### src/rtl/im_loader.sv
// Instruction-memory boot loader.
// Waits for a sync byte, reads a 16-bit big-endian word count, then assembles
// big-endian 32-bit words from the byte stream and writes them to consecutive
// instruction-memory addresses while holding the CPU. Words beyond the memory
// depth are consumed and counted but never written, and raise a sticky error.
module im_loader #(
    parameter int          ADDR_W = 8,      // word-address width, 1..16
    parameter logic [7:0]  SYNC   = 8'hA5   // start-of-image marker
) (
    input  logic              clk,
    input  logic              rst_n,
    input  logic              byte_valid,
    input  logic [7:0]        byte_data,
    output logic              byte_ready,
    output logic              im_we,
    output logic [ADDR_W-1:0] im_addr,
    output logic [31:0]       im_d,
    output logic              cpu_hold,
    output logic              done,
    output logic              err
);

    // Word index is one bit wider than the 16-bit count so that the
    // out-of-range test below never aliases for any legal ADDR_W.
    localparam int IDX_W = 17;

    typedef enum logic [2:0] {
        S_IDLE,
        S_LEN_HI,
        S_LEN_LO,
        S_DATA,
        S_WRITE,
        S_DONE
    } state_t;

    state_t             state_q, state_d;
    logic [15:0]        count_q, count_d;
    logic [IDX_W-1:0]   idx_q, idx_d;
    logic [1:0]         bcnt_q, bcnt_d;
    logic               im_we_q, im_we_d;
    logic [ADDR_W-1:0]  im_addr_q, im_addr_d;
    logic [31:0]        im_d_q, im_d_d;
    logic               cpu_hold_q, cpu_hold_d;
    logic               done_q, done_d;
    logic               err_q, err_d;

    logic               xfer;
    logic               in_range;
    logic               is_sync;
    logic [15:0]        len_full;
    logic [IDX_W-1:0]   idx_inc;

    // byte_ready is a pure decode of the state register: the only cycle
    // that refuses bytes is the one-cycle memory write slot.
    assign byte_ready = (state_q != S_WRITE);
    assign xfer       = byte_valid & byte_ready;
    assign is_sync    = (byte_data == SYNC);
    assign len_full   = {count_q[15:8], byte_data};
    assign idx_inc    = idx_q + IDX_W'(1);
    // Current word index still addresses a real memory location.
    assign in_range   = ((idx_q >> ADDR_W) == '0);

    assign im_we    = im_we_q;
    assign im_addr  = im_addr_q;
    assign im_d     = im_d_q;
    assign cpu_hold = cpu_hold_q;
    assign done     = done_q;
    assign err      = err_q;

    // Next-state and next-output computation for the loader FSM.
    always_comb begin
        state_d    = state_q;
        count_d    = count_q;
        idx_d      = idx_q;
        bcnt_d     = bcnt_q;
        im_we_d    = 1'b0;
        im_addr_d  = im_addr_q;
        im_d_d     = im_d_q;
        err_d      = err_q;

        case (state_q)
            S_IDLE: begin
                if (xfer && is_sync) begin
                    state_d = S_LEN_HI;
                end
            end
            S_LEN_HI: begin
                if (xfer) begin
                    count_d[15:8] = byte_data;
                    state_d       = S_LEN_LO;
                end
            end
            S_LEN_LO: begin
                if (xfer) begin
                    count_d = len_full;
                    idx_d   = '0;
                    bcnt_d  = 2'd0;
                    err_d   = 1'b0;
                    state_d = (len_full == 16'd0) ? S_DONE : S_DATA;
                end
            end
            S_DATA: begin
                if (xfer) begin
                    // Shifting left places the first byte in bits 31:24.
                    im_d_d = {im_d_q[23:0], byte_data};
                    bcnt_d = bcnt_q + 2'd1;
                    if (bcnt_q == 2'd3) begin
                        state_d = S_WRITE;
                        if (in_range) begin
                            im_we_d   = 1'b1;
                            im_addr_d = idx_q[ADDR_W-1:0];
                        end else begin
                            // Address is held, not wrapped, so word 0 survives.
                            err_d = 1'b1;
                        end
                    end
                end
            end
            S_WRITE: begin
                idx_d   = idx_inc;
                state_d = (idx_inc == {1'b0, count_q}) ? S_DONE : S_DATA;
            end
            S_DONE: begin
                if (xfer && is_sync) begin
                    state_d = S_LEN_HI;
                end
            end
            default: begin
                state_d = S_IDLE;
            end
        endcase
    end

    // Status flags follow the next state so they are valid in the same
    // cycle the FSM occupies DONE.
    always_comb begin
        done_d     = (state_d == S_DONE);
        cpu_hold_d = ~done_d;
    end

    // State and output registers with asynchronous active-low reset.
    always_ff @(posedge clk or negedge rst_n) begin
        if (!rst_n) begin
            state_q    <= S_IDLE;
            count_q    <= '0;
            idx_q      <= '0;
            bcnt_q     <= '0;
            im_we_q    <= 1'b0;
            im_addr_q  <= '0;
            im_d_q     <= '0;
            cpu_hold_q <= 1'b1;
            done_q     <= 1'b0;
            err_q      <= 1'b0;
        end else begin
            state_q    <= state_d;
            count_q    <= count_d;
            idx_q      <= idx_d;
            bcnt_q     <= bcnt_d;
            im_we_q    <= im_we_d;
            im_addr_q  <= im_addr_d;
            im_d_q     <= im_d_d;
            cpu_hold_q <= cpu_hold_d;
            done_q     <= done_d;
            err_q      <= err_d;
        end
    end

endmodule

### config.mk
export PLATFORM = sky130hd
export DESIGN_NAME = im_loader
export DESIGN_NICKNAME = d
export VERILOG_FILES = /design/src/rtl/im_loader.sv
export SDC_FILE = /design/constraint.sdc
export NUM_CORES = 1
export LEC_CHECK = 0
export CAP_MARGIN = 25
export CORE_AREA = 2 2 71 124
export DETAILED_ROUTE_END_ITERATION = 10
export DIE_AREA = 0 0 73 126
export PLACE_DENSITY = 0.74
export SYNTH_ARGS = -nofsm -noshare
export SYNTH_HDL_FRONTEND = slang
export SYNTH_SLANG_ARGS = --single-unit
### constraint.sdc
create_clock -name clk -period 2.1 [get_ports clk]
set_input_delay 0.42 -clock clk [delete_from_list [all_inputs] [get_ports clk]]
set_output_delay 0.42 -clock clk [all_outputs]
set_load 0.01 [all_outputs]
======== Yosys cells after proc, flatten, opt, wreduce, memory -nomap -nowiden ========
Index checks and enable logic that the tools add are counted.
storage, ports and cells
  register bits after elaboration ......... 82
operators by class
  add/subtract/negate cells ............... 2
  eq/ne operators ......................... 14
  multiplexer cells ....................... 24
  bitwise logic cells ..................... 3
  reductions and logical operators ........ 14
operators by type and width
  cell                   number
  $pmux 17 s2            1
  $mux 3                 7
  $add 17x1->17 const B  1
  $eq 17x16->1           1
  $logic_not 17->1       1
  $mux 17                1
  $logic_not 16->1       1
  $pmux 8 s2             1
  $pmux 3 s5             1
  $eq 3x3->1 const B     3
  $eq 8x8->1 const B     1
  $mux 1                 8
  $mux 8                 1
  $ne 2x2->1 const B     4
  $eq 3x2->1 const B     2
  $reduce_and 2->1       3
  $reduce_and 3->1       2
  $reduce_and 5->1       1
  $mux 2                 2
  $pmux 2 s2             1
  $reduce_and 4->1       1
  $reduce_bool 2->1      2
  $eq 3x1->1 const B     1
  $logic_not 3->1        1
  other kinds (8)        9

======== Logic depth before layout (Yosys ltp) ========
Gate-level depths: netlist of run 1.
  word-level depth ........................ 7
  depth in mapped cells ................... 8
  mapped depth without buffers ............ 7

======== Least setup slack after synthesis of run 1 ========
No wires, ideal clock.
  path type ............................... reg2reg
  from .................................... register idx_q[0]
  to ...................................... register state_q[1]
  library setup time ...................... 0.137 ns
  arrival ................................. 1.988 ns
  data required time ...................... 1.963 ns
  setup slack ............................. -0.025 ns
  stages on the path, launching flop included .. 9
  path through ............................ dfrtp_1 > ha_1 > clkbuf_1 > xnor2_1 > xnor2_1 > a221o_2 > a2111o_1 > nor3_2 > a31oi_1
on the way
  longest elaborated chain between the ends .. 4
RTL lines
  element                 line  text
  start, declared         38    logic [IDX_W-1:0] idx_q, idx_d;
  start signal, assigned  157   idx_q <= idx_d;
  $add 17x1->17           59    assign idx_inc = idx_q + IDX_W'(1);
  $eq 17x16->1            121   state_d = (idx_inc == {1'b0, count_q}) ? S_DONE : S_DATA;
  $mux 3                  121
  $pmux 3 s5              81    case (state_q)
  named net state_d[1]    36    state_t state_q, state_d;
  end signal, assigned    155   state_q <= state_d;
  end, declared           36
The timed path passes the listed nets, and every way through them passes these cells.
A chain may end at the register's enable or synchronous reset.

======== Worst setup path after layout of run 1 ========
  from .................................... register idx_q[0]
  to ...................................... register done_q (netlist: done)
on the way
  longest elaborated chain between the ends .. 5
RTL lines
  element               line  text
  $add 17x1->17         59
  $eq 17x16->1          121
  $mux 3                121
  $pmux 3 s5            81
  $eq 3x3->1            137   done_d = (state_d == S_DONE);
  named net done_d      44    logic done_q, done_d;
  end signal, assigned  163   done_q <= done_d;
  end, declared         44
The timed path passes the listed nets, and every way through them passes these cells.

==> results of run 1 <==
power by group:
| part | switching (mW) | leakage, nW | internal (mW) |
|---|---|---|---|
| clock network | 0.626 | 0.125 | 0.831 |
| logic | 0.920 | 1.17 | 1.35 |
| registers | 0.417 | 1.04 | 2.10 |
critical path, cell delays in order (launching register included):
cell	delay, ps
dfrtp_1	420
nand3_1	110
buf_6	150
buf_4	130
nor3_2	230
xnor2_1	140
a2111o_1	430
nor3_2	170
buf_4	170
a22o_1	140
registers in the layout (all words and copies together), names as in the netlist:
register	flops
bcnt_q	2
count_q	16
cpu_hold	1
done	1
err	1
idx_q	17
im_addr	8
im_d	32
im_we	1
state_q	3
area by class of cell:
cell class,instances,area (um^2)
tap,92,115.1
inverter,4,15.01
sequential,82,2053
timing repair buffer,113,1007
fill,601,2868
clock buffer,12,246.5
clock inverter,4,27.53
multi-input combinational,238,1871
Yosys cell counts, types with 2 or more instances:
cell type,instances,area share (%)
xor2_1,6,1.3
nand4_4,2,1.1
buf_2,6,0.77
o21ai_0,26,3.3
nor2_1,26,2.5
nor2b_1,4,0.64
buf_1,3,0.29
a21oi_1,6,0.77
a31oi_1,5,0.80
nor3_2,2,0.51
nor4_1,9,1.4
o41ai_1,2,0.45
nand4_1,3,0.48
ha_1,2,0.64
o31ai_1,5,0.96
nor4_4,2,1.1
o22ai_1,3,0.48
nand3_1,7,0.90
mux2_2,56,16
dfrtp_1,81,52
nor3_1,6,0.77
inv_1,4,0.38
mux2i_1,2,0.51
and3_1,2,0.32
nand2_1,29,2.8
clkbuf_1,10,0.96
nor3b_1,2,0.38
xnor2_1,16,3.6
stage by stage:
stage	worst slack, ps	util, %
2_1_floorplan	21.54	-
3_3_place_gp	-86.07	59.44
3_5_place_dp	-155.0	59.44
4_1_cts	-18.75	63.53
5_1_grt	-143.6	65.04
6_report	-64.81	65.04
kinds of logic (layout without fill, tap and decap cells):
kind of cell / after synthesis / count (layout) / synth area share (%)
flip-flops: 82 / 82 / 52.46
buffers and inverters: 23 / 133 / 2.398
AND/OR/NAND/NOR: 101 / 101 / 14.35
AO/OA/AOI/OAI: 55 / 55 / 8.600
adder cells (fa/ha/maj): 2 / 2 / 0.6393
multiplexers: 58 / 58 / 16.62
XOR/XNOR: 22 / 22 / 4.923
routing by layer:
metal | vias to the layer above | share of wire, %
li1 | 1444 | -
met3 | 22 | 3.8
met5 | - | 0
met1 | 1536 | 39
met2 | 97 | 54
met4 | 0 | 3.8
path summary, 6_finish.rpt:
check | from | endpoint | slack, ps
worst min register to register | bcnt_q[1]$_DFFE_PN0P_ | bcnt_q[1]$_DFFE_PN0P_ | 490
max in group asynchronous | rst_n | done$_DFF_PN0_ | 1500
worst max register to register | idx_q[0]$_DFFE_PN0P_ | done$_DFF_PN0_ | -60
worst min-delay path | rst_n | idx_q[10]$_DFFE_PN0P_ | -7
min in group clk | bcnt_q[1]$_DFFE_PN0P_ | bcnt_q[1]$_DFFE_PN0P_ | 490
worst max-delay path | idx_q[0]$_DFFE_PN0P_ | done$_DFF_PN0_ | -60
repair_timing:
action	in CTS	in global routing
gates resized for setup	6	17
buffers inserted	4	6
setup endpoints to repair	5	6
pin swaps	7	9
hold buffers	0	0
==> metrics.md, run 1 <==
| Metric | Value |
|---|---|
| Worst VDD drop | `0.0006030 V` |
| Port Buffers | `55` |
| First drt pass iteration count | `4` |
| Vias/cell | `5.686` |
| GR Layer Usage met2 | `a little under two fifths` |
| IO Count | `56` |
| First-pass GRT wire length | `15.20 mm` |
| Status | `finished, violations left` |
| Leading cell type in the layout, fill and taps excluded | `dfrtp_1` |
| N_diodes | `0` |
| H-tree depth | `3` |
| Initial core utilization | `47.71%` |
| DIE WIDTH | `73 um` |
| Design area | `0.005335 mm^2` |
| Post-route ant nets | `0` |
| Grt met1 use | `24.99%` |
| Worst EP arrival | `2440 ps` |
| GP Congestion | `0.8747` |
| Mapped Area | `approximately 0.0039 mm^2` |
| Crit Path Class | `reg2reg` |
| Worst Hold Class | `in2async` |
| Commonest non-fill, non-tap cells in the layout | `81 x dfrtp_1, 56 x mux2_2, 55 x buf_4, 54 x clkdlybuf4s50_1, 29 x nand2_1` |
| Vias in the first global route | `3054` |
| P&R area growth vs syn | `36.32%` |
| Worst-path maximum fanout | `5` |
| GRT Total Usage | `between 20% and 30%` |
| P per Cell Area | `1170 mW/mm^2` |
| Final std cells w/o fill | `545` |
| # rows | `44` |
| Total congestion overflow | `0` |
| Count of cell types in the netlist | `44` |
| Syn_area_per_cell | `roughly 11 um^2` |
| Placed Instances | `around 520` |
| FMAX | `between 400 and 500 MHz` |
| Root buffer cell | `clkbuf_16` |
| Mapped Cells | `343` |
| Clock Skew | `about 4.2 ps` |
| Post-synthesis sequential area ratio | `52.46%` |
| Final net count | `461` |
| Crit start category | `flip-flop` |
| Core area | `0.008203 mm^2` |
| Post-DP Area | `0.004876 mm^2` |
| WL per Instance | `17.74 um` |
| CTS clk-pin slew, worst paths | `60 ps` |
| DRC | `0` |
| Total die area | `0.009198 mm^2` |
| Post-synth top flop | `dfrtp_1` |
| Slew headroom | `58.77%` |
| Setup violators final | `4` |
| Clock sinks | `82` |
| Lkg Pwr | `2.329 nW` |
| Final Hold Fails | `6` |
| Yosys reg bits | `82` |
| RSZ-0062 raised after global routing | `true` |
| Max_cap viols | `0` |
| Worst setup margin | `-64.81 ps` |
| Worst Tran Pin Value | `617.8 ps` |
| Synth warn | `0` |
| DP Wirelength | `6.727 mm` |
| Min Tclk post-route | `2165 ps` |
| Most Used Layer, Global Route | `met2` |
| Max Slew Vio Count | `0` |
| Worst skew pair latency | `340 ps` |
| Largest net degree at the start of global routing | `57` |
| Total power | `6.243 mW` |
| WHS | `-6.720 ps` |
| TritonCTS clock tree | `done` |
| Data required, critical path | `roughly 2400 ps` |
| Reg2reg path depth | `9` |
| Share of layout cells above drive strength 1 | `34.66%` |
| Failing checks | `negative hold slack, negative setup slack` |
| Vias | `3099` |
| Post-synth EDFFs | `0` |
| TNS Setup | `-157.2 ps` |
| Period utilisation layout | `103.1%` |
| Chip Height | `between 100 and 150 um` |
| Antenna violations before repair | `0` |
| Bufs on Longest Clock Path | `2` |
| M3 GR Usage | `4.560%` |
| Syn_nets | `356` |
| Routed WL | `around 9.7 mm` |
| Total CTS buffers | `9` |
| CP endpoint kind | `flip-flop` |
| FFs w/ async S/R, synth | `100.0%` |
| DR iter-0 viols | `269` |
Note: power is estimated with default switching activity, not from simulation.
==> inputs of run 2 (changes only) <==
- SKIP_LAST_GASP: default -> 1
==> metrics.md, run 2 (synthesis results as in run 1) <==
| Metric | Value |
|---|---|
| Reg2reg path depth | `8 (was 9)` |
| Leading cell type in the layout, fill and taps excluded | `dfrtp_1 (unchanged)` |
| Vias | `3109 (was 3099)` |
| Max reg flops | `32 (unchanged)` |
| DRC | `0 (unchanged)` |
| Post-route ant nets | `0 (unchanged)` |
| Min Tclk post-route | `2135 ps (was 2165 ps)` |
| Worst EP arrival | `2410 ps (was 2440 ps)` |
| Period utilisation layout | `101.7% (was 103.1%)` |
| GP Congestion | `0.8747 (unchanged)` |
| Final core occ | `64.86% (was 65.04%)` |
| N_diodes | `0 (unchanged)` |
| Chip Height | `126 um (unchanged)` |
| TritonCTS clock tree | `done (unchanged)` |
| Reg-to-Reg End | `done$_DFF_PN0_ (unchanged)` |
| Reg2Reg Setup Slack | `-30 ps (was -60 ps)` |
| Crit Path Class | `reg2reg (unchanged)` |
| Status | `finished, violations left (unchanged)` |
| WHS | `-8.037 ps (was -6.720 ps)` |
| Clock sinks | `82 (unchanged)` |
| Data required, critical path | `2380 ps (about the same)` |
| Routed WL | `9.662 mm (was 9.669 mm)` |
| Placed Instances | `519 (unchanged)` |
| FMAX | `468.4 MHz (was 461.9 MHz)` |
| Initial core utilization | `47.71% (unchanged)` |
| Port Buffers | `55 (unchanged)` |
| Largest net degree at the start of global routing | `57 (unchanged)` |
| Vias in the first global route | `3054 (unchanged)` |
| Vias/cell | `5.705 (was 5.686)` |
| H-tree depth | `3 (unchanged)` |
| Share of layout cells above drive strength 1 | `34.22% (was 34.66%)` |
| Core area | `0.008203 mm^2 (unchanged)` |
| GRT Total Usage | `21.88% (unchanged)` |
| Total die area | `0.009198 mm^2 (unchanged)` |
| Final Hold Fails | `6 (unchanged)` |
| Final std cells w/o fill | `545 (unchanged)` |
| WL per Instance | `17.73 um (was 17.74 um)` |
| Antenna violations before repair | `0 (unchanged)` |
| Pre-CTS setup slack | `-155.0 ps (unchanged)` |
| Lkg Pwr | `2.324 nW (was 2.329 nW)` |
| Worst-path maximum fanout | `5 (unchanged)` |
| Total congestion overflow | `0 (unchanged)` |
| Worst setup margin | `-34.93 ps (was -64.81 ps)` |
| Worst Hold Class | `in2async (unchanged)` |
| # hold bufs at CTS | `0 (unchanged)` |
| Commonest non-fill, non-tap cells in the layout | `81 x dfrtp_1, 56 x mux2_2, 55 x buf_4, 54 x clkdlybuf4s50_1, 29 x nand2_1 (unchanged)` |
| # rows | `44 (unchanged)` |
| Crit start category | `flip-flop (unchanged)` |
| Setup violators final | `2 (was 4)` |
| RSZ-0062 raised after global routing | `true (unchanged)` |
| DIE WIDTH | `73 um (unchanged)` |
| P per Cell Area | `1170 mW/mm^2 (about the same)` |
| IO Count | `56 (unchanged)` |
| First drt pass iteration count | `4 (unchanged)` |
| RR Startpoint | `idx_q[0]$_DFFE_PN0P_ (unchanged)` |
| Max Slew Vio Count | `0 (unchanged)` |
| Worst Tran Pin Value | `608.0 ps (was 617.8 ps)` |
| Total CTS buffers | `9 (unchanged)` |
| CP endpoint kind | `flip-flop (unchanged)` |
| Clock Skew | `4.428 ps (was 4.180 ps)` |
| Worst skew pair latency | `340 ps (about the same)` |
| CTS clk-pin slew, worst paths | `60 ps (about the same)` |
| Critical Path End | `done$_DFF_PN0_ (unchanged)` |
| Critical Path Start | `idx_q[0]$_DFFE_PN0P_ (unchanged)` |
| Root buffer cell | `clkbuf_16 (unchanged)` |
| Failing checks | `negative hold slack, negative setup slack (unchanged)` |
| Max_cap viols | `0 (unchanged)` |
| P&R area growth vs syn | `35.93% (was 36.32%)` |
| DP Wirelength | `6.727 mm (unchanged)` |
| DR iter-0 viols | `263 (was 269)` |
| Final net count | `461 (unchanged)` |
| First-pass GRT wire length | `15.20 mm (unchanged)` |
| Fillers | `607 (was 601)` |
| Bufs on Longest Clock Path | `2 (unchanged)` |
| Worst VDD drop | `0.0006079 V (was 0.0006030 V)` |
| Slew headroom | `59.42% (was 58.77%)` |
==> run 2: per-layer routing <==
layer | vias to the layer above | GRT usage, % | wire length (um)
met5 | - | 0 | 0
met4 | 0 | 11.00 | 358
met3 | 18 | 4.560 | 332
met2 | 89 | 37.52 | 5256
met1 | 1558 | 24.99 | 3715
li1 | 1444 | - | -
==> run 2: cell type report <==
type                    count  area, um^2  share of cell area, %
multi-input cells         238        1856                  34.88
clock inverters             4       27.53                 0.5174
clock buffers              12       246.5                  4.633
inverters                   4       15.01                 0.2822
flip-flops and latches     82        2053                  38.59
well taps                  92       115.1                  2.164
repair buffers            113        1007                  18.93
==> run 2: repair_timing <==
item,4_1_cts,5_1_grt
pin swaps,7,9
setup buffers,4,6
endpoints found under the hold margin,0,0
resized for setup,6,15
setup endpoints to repair,5,6
gates cloned,0,0
==> run 2: power breakdown <==
group	leakage, nW	internal, mW	switching [mW]
registers	1.04	2.10	0.413
logic	1.16	1.34	0.916
clock network	0.125	0.831	0.627
==> run 2: through the flow <==
stage,instance area [um^2],hold slack [ps],total power [mW],setup TNS (ps)
finish,5320,-8.037,6.226,-58.79
global route,5320,18.07,6.564,-493.4
CTS,5211,2.836,6.236,-29.75
detailed placement,4876,365.4,4.743,-2855
global placement,4876,360.8,4.657,-1648
floorplan,3919,124.4,3.690,0
==> run 2: how the worst min path moves through the flow <==
stage | from | to | slack (ps) | cells after the start
floorplan | rst_n | bcnt_q[0]$_DFFE_PN0P_ | 120 | 0
global placement | rst_n | idx_q[14]$_DFFE_PN0P_ | 360 | 1
detailed placement | rst_n | idx_q[14]$_DFFE_PN0P_ | 370 | 1
CTS | rst_n | idx_q[14]$_DFFE_PN0P_ | 3 | 1
global route | rst_n | idx_q[14]$_DFFE_PN0P_ | 20 | 1
finish | rst_n | idx_q[10]$_DFFE_PN0P_ | -8 | 1
==> run 2: critical path, stage by stage (launching register included) <==
cell	delay, ps
dfrtp_1	430
nand3_1	110
buf_6	150
nor4_4	370
xnor2_1	120
a2111o_1	410
nor3_2	170
buf_4	170
a22o_1	140
